**src/rtl/sodor_verif_pkg.sv**
```systemverilog
// Shared types and the record comparison rule for the Sodor commit-stream checker.
package sodor_verif_pkg;

  localparam int REC_XLEN = 32;

  typedef struct packed {
    logic [REC_XLEN-1:0] pc;
    logic                wen;
    logic [4:0]          rd;
    logic [REC_XLEN-1:0] wdata;
  } commit_rec_t;

  typedef enum logic [2:0] {
    FC_NONE  = 3'd0,
    FC_PC    = 3'd1,
    FC_WB    = 3'd2,
    FC_UNDER = 3'd3,
    FC_OVER  = 3'd4
  } fail_code_e;

  typedef enum logic [1:0] {
    ST_WARM = 2'd0,
    ST_RUN  = 2'd1,
    ST_FAIL = 2'd2
  } state_e;

  // PC outranks writeback; rd/wdata only matter for real writes to x1..x31.
  function automatic fail_code_e compare_rec(input commit_rec_t exp_rec,
                                             input commit_rec_t got_rec);
    fail_code_e code;
    code = FC_NONE;
    if (exp_rec.pc != got_rec.pc) begin
      code = FC_PC;
    end else if (exp_rec.wen != got_rec.wen) begin
      code = FC_WB;
    end else if (exp_rec.wen && (exp_rec.rd != 5'd0) &&
                 ((exp_rec.rd != got_rec.rd) || (exp_rec.wdata != got_rec.wdata))) begin
      code = FC_WB;
    end
    return code;
  endfunction

endpackage

```
**src/rtl/sodor_commit_fifo.sv**
```systemverilog
// Synchronous FIFO of model commit records with flush; pointers carry one extra
// wrap bit so full and empty can be told apart without a separate counter.
module sodor_commit_fifo
  import sodor_verif_pkg::*;
#(
  parameter int DEPTH = 8
) (
  input  logic                    clk,
  input  logic                    reset_n,
  input  logic                    flush_i,
  input  logic                    push_i,
  input  logic                    pop_i,
  input  commit_rec_t             wr_rec_i,
  output commit_rec_t             rd_rec_o,
  output logic                    full_o,
  output logic                    empty_o,
  output logic [$clog2(DEPTH):0]  count_o
);

  localparam int AW = $clog2(DEPTH);

  logic [AW:0] wptr_q, wptr_d;
  logic [AW:0] rptr_q, rptr_d;
  commit_rec_t mem_q [DEPTH];

  assign rd_rec_o = mem_q[rptr_q[AW-1:0]];
  assign count_o  = wptr_q - rptr_q;
  assign empty_o  = (wptr_q == rptr_q);
  assign full_o   = (wptr_q[AW] != rptr_q[AW]) && (wptr_q[AW-1:0] == rptr_q[AW-1:0]);

  always_comb begin
    wptr_d = wptr_q;
    rptr_d = rptr_q;
    if (flush_i) begin
      wptr_d = '0;
      rptr_d = '0;
    end else begin
      if (push_i) wptr_d = wptr_q + (AW+1)'(1);
      if (pop_i)  rptr_d = rptr_q + (AW+1)'(1);
    end
  end

  always_ff @(posedge clk or negedge reset_n) begin
    if (!reset_n) begin
      wptr_q <= '0;
      rptr_q <= '0;
    end else begin
      wptr_q <= wptr_d;
      rptr_q <= rptr_d;
    end
  end

  // Storage needs no reset: the pointers alone decide which entries are live.
  // A push into a full FIFO only happens alongside a pop, so it overwrites the
  // head slot that is being read out on the same edge.
  always_ff @(posedge clk) begin
    if (push_i && !flush_i) begin
      mem_q[wptr_q[AW-1:0]] <= wr_rec_i;
    end
  end

endmodule

```
**config.mk**
```make
export PLATFORM = sky130hd
export DESIGN_NAME = sodor_commit_fifo
export DESIGN_NICKNAME = d
export VERILOG_FILES = /design/src/rtl/sodor_verif_pkg.sv /design/src/rtl/sodor_commit_fifo.sv
export SDC_FILE = /design/constraint.sdc
export NUM_CORES = 1
export LEC_CHECK = 0
export ABC_AREA = 0
export CAP_MARGIN = 20
export CELL_PAD_IN_SITES_DETAIL_PLACEMENT = 1
export CELL_PAD_IN_SITES_GLOBAL_PLACEMENT = 2
export CORE_MARGIN = 2
export CORE_UTILIZATION = 40
export CTS_CLUSTER_SIZE = 25
export DETAILED_ROUTE_END_ITERATION = 6
export PLACE_DENSITY_LB_ADDON = 0.1
export SETUP_SLACK_MARGIN = 0.3
export SYNTH_ARGS = -nofsm -noshare
export SYNTH_HDL_FRONTEND = slang
export SYNTH_SLANG_ARGS = --single-unit
```
**constraint.sdc**
```tcl
create_clock -name clk -period 9.4 [get_ports clk]
set_input_delay 0.94 -clock clk [delete_from_list [all_inputs] [get_ports clk]]
set_output_delay 0.94 -clock clk [all_outputs]
set_load 0.01 [all_outputs]
```
==> impl_results.md <==
* Synth Instances at 1022
* RSZ-0062 raised after global routing: no
* Final ANT Viol Nets at 0
* Placed insts at 1840
* Worst-margin pin slew at 0.949 ns
* DIE WIDTH at 236 µm
* Global-route wire length before repair at 73.5 mm
* H-tree levels at 2
* Cell mode on critical path: nand2_1
* Largest net degree at the start of global routing at 78
* CP arrival at 3.58 ns
* Post-CTS Setup Repair Bufs at 0
* Worst skew pair latency at 0.60 ns
* # resized after CTS at 0
* Die area at 55900 µm²
* Run status: complete, no violations
* FF+latch count, synth at 568
* Data required time at the worst endpoint at 8.46 ns
* Routed wire per std cell at 25.0 µm
* Fin crit period at 4.52 ns
* Bufs and invs on worst path at 2
* Starting Density at 40.3%
* Total power per unit cell area at 219 nW/µm²
* I/O pins at 151
* FILL cells at 4900
* Max Used Layer: met4
* Post-route setup TNS at 0 ns
* Seq/Total Area, Yosys at 78.8%
* Hold-fix buffers, CTS at 0
* Rows at 85
* Initial DRC count at 767
* Routed Wire Length at 48.8 mm
* Slew Viols, Final at 0
* Clk slew on worst S/H paths at 0.06 ns
* Gr usage total at 18.0%
* Detailed placement HPWL at 25.0 mm
* WL met1 at 22.3 mm
* VDD IR max at 0.000127 V
* Residual DRC at 0
* Max FO, Critical Path at 38
* CTS sink count at 568
* Crit Path Class: flop to output port
* Setup Skew at 0.0145 ns
* CP startpoint: rptr_q[0]
* Slowest stage delay, CP at 0.86 ns
* Final setup vio count at 0
* Via count at 10200
* Crit path max-delay cell type: dfrtp_4
* Avg Cell Area, Syn at 21.1 µm²
* Nets at 1286
* Die height at 236 µm
* Delay-heaviest family, CP: buffers and inverters
* Hold_sp: wptr_q[3]
* DR WL met2 at 23.8 mm
* Count of cell types in the netlist at 25
* Synth warnings at 0
* Share of cells above drive strength 1 at 21.0%
* CTS tree: built
* Vias per std cell at 5.21
* Num CTS Buffers at 59
* CP endpoint kind: output port
* Core Area at 53600 µm²
* Mapped Nets at 1103
* Setup crit start kind: flop
* DR WL met3 at 1.75 mm
* Rel. slew slack at 36.7%
* Max-cap check violation count at 0
* Final period util at 48.0%
* CTS Root Cell: clkbuf_16
* Initial antenna violation count at 1
* CTS max path bufs at 3
* Post-Layout Cell Count at 1951
* Multi-input gate area at 4320 µm²
* P&R area growth vs syn at 20.0%
* Critical R2R Launch: wptr_q[0]
* Routability cong. at 0.696
* Mapped Area at 21600 µm²
* Final Hold Fails at 0
* Port Buffer Count at 150
* Register Area at 17000 µm²
* Residual overflow from global routing at 0
* Worst Hold Class: flop to flop
* Leak Pwr at 0.00835 µW
* Peak Freq at 221 MHz
* CP Cell Sequence: buf_4, mux4_2, nand2_1, nand2_1, clkdlybuf4s50_1
* Number of global-route vias before repair at 11200
* 1st-pass router iterations at 4
flip-flops by register name, summed over array words and instances, names as in the netlist:
| register | count |
|---|---|
| wptr_q | 4 |
| rptr_q | 4 |
| mem_q | 560 |
Yosys cell counts (all sizes together):
library cell	number	area (µm²)
nand4	2	12.5
nand2	214	803
xor2	4	35.0
xnor2	5	43.8
o21ai	1	5.00
clkbuf	23	86.3
dfrtp	8	200
nor2	12	45.0
nand2b	1	6.26
buf	27	196
nor4	1	6.26
ha	5	62.6
inv	6	22.5
nand3	2	10.0
mux4	140	3150
fa	1	20.0
edfxtp	560	16800
nor2b	1	6.26
mux2i	2	20.0
nor3	4	20.0
nand3b	2	15.0
a21oi	1	5.00
metrics by stage:
stage | setup slack [ns] | utilization, % | instance area (µm²) | hold slack, ns | power (µW)
floorplan | 0.797 | - | 21600 | 0.523 | 3140
global placement | 5.32 | 44.6 | 23900 | 0.540 | 3370
detailed placement | 5.34 | 44.6 | 23900 | 0.564 | 3370
CTS | 4.72 | 48.3 | 25900 | 0.577 | 5760
global route | 4.59 | 48.3 | 25900 | 0.625 | 5880
finish | 4.88 | 48.3 | 25900 | 0.582 | 5670
area by class of cell:
class                      count  share of cell area, %
antenna                        1                0.00966
clock buffer                  69                   6.01
clock inverter                41                   1.63
inverter                       6                 0.0870
multi-input combinational    398                   16.7
sequential                   568                   65.7
tap                          696                   3.36
timing repair buffer         172                   6.48
kinds of logic (layout without fill, tap and decap cells):
kind of cell,count (synthesis),in the layout,synth area share [%]
DFF,568,568,78.8
and+or+nand+nor,239,239,4.28
muxes,142,142,14.7
buffers and inverters,56,288,1.41
xor gates and xnor gates,9,9,0.365
adders and majority gates,6,6,0.382
AOI/OAI and AO/OA,2,2,0.0463
other,0,1,0
report_power, final:
group          switching (µW)  internal (µW)
Sequential               25.6           2820
Combinational             224            231
Clock                     945           1420
path summary, 6_finish.rpt:
check	slack, ns	depth (start not counted)	endpoint
max	4.88	5	rd_rec_o[1]
min	0.58	2	wptr_q[3]
max reg2reg	6.60	4	mem_q[5][12]
min reg2reg	0.58	2	wptr_q[3]
max in group asynchronous	8.46	1	rptr_q[2]
min in group asynchronous	0.63	1	wptr_q[0]
metal layers:
metal	up-vias	global-route usage (%)
met2	198	29.0
met1	5451	25.7
met3	63	2.47
met5	-	0
met4	0	5.29
li1	4454	-
worst min-delay path, stage by stage (launching register included):
cell and delay, ns:
dfrtp_1 0.37, xor2_1 0.07, nor2_1 0.09
placed cells by master (no fill, tap or decap), types with 8 or more instances in the layout:
cell	n
buf_4	21
bufinv_16	9
clkbuf_1	8
clkbuf_16	61
clkdlybuf4s50_1	150
clkinv_1	13
clkinv_2	16
edfxtp_1	560
mux4_2	140
nand2_1	214
nor2_1	9
Power figures use the tool's default switching activity.
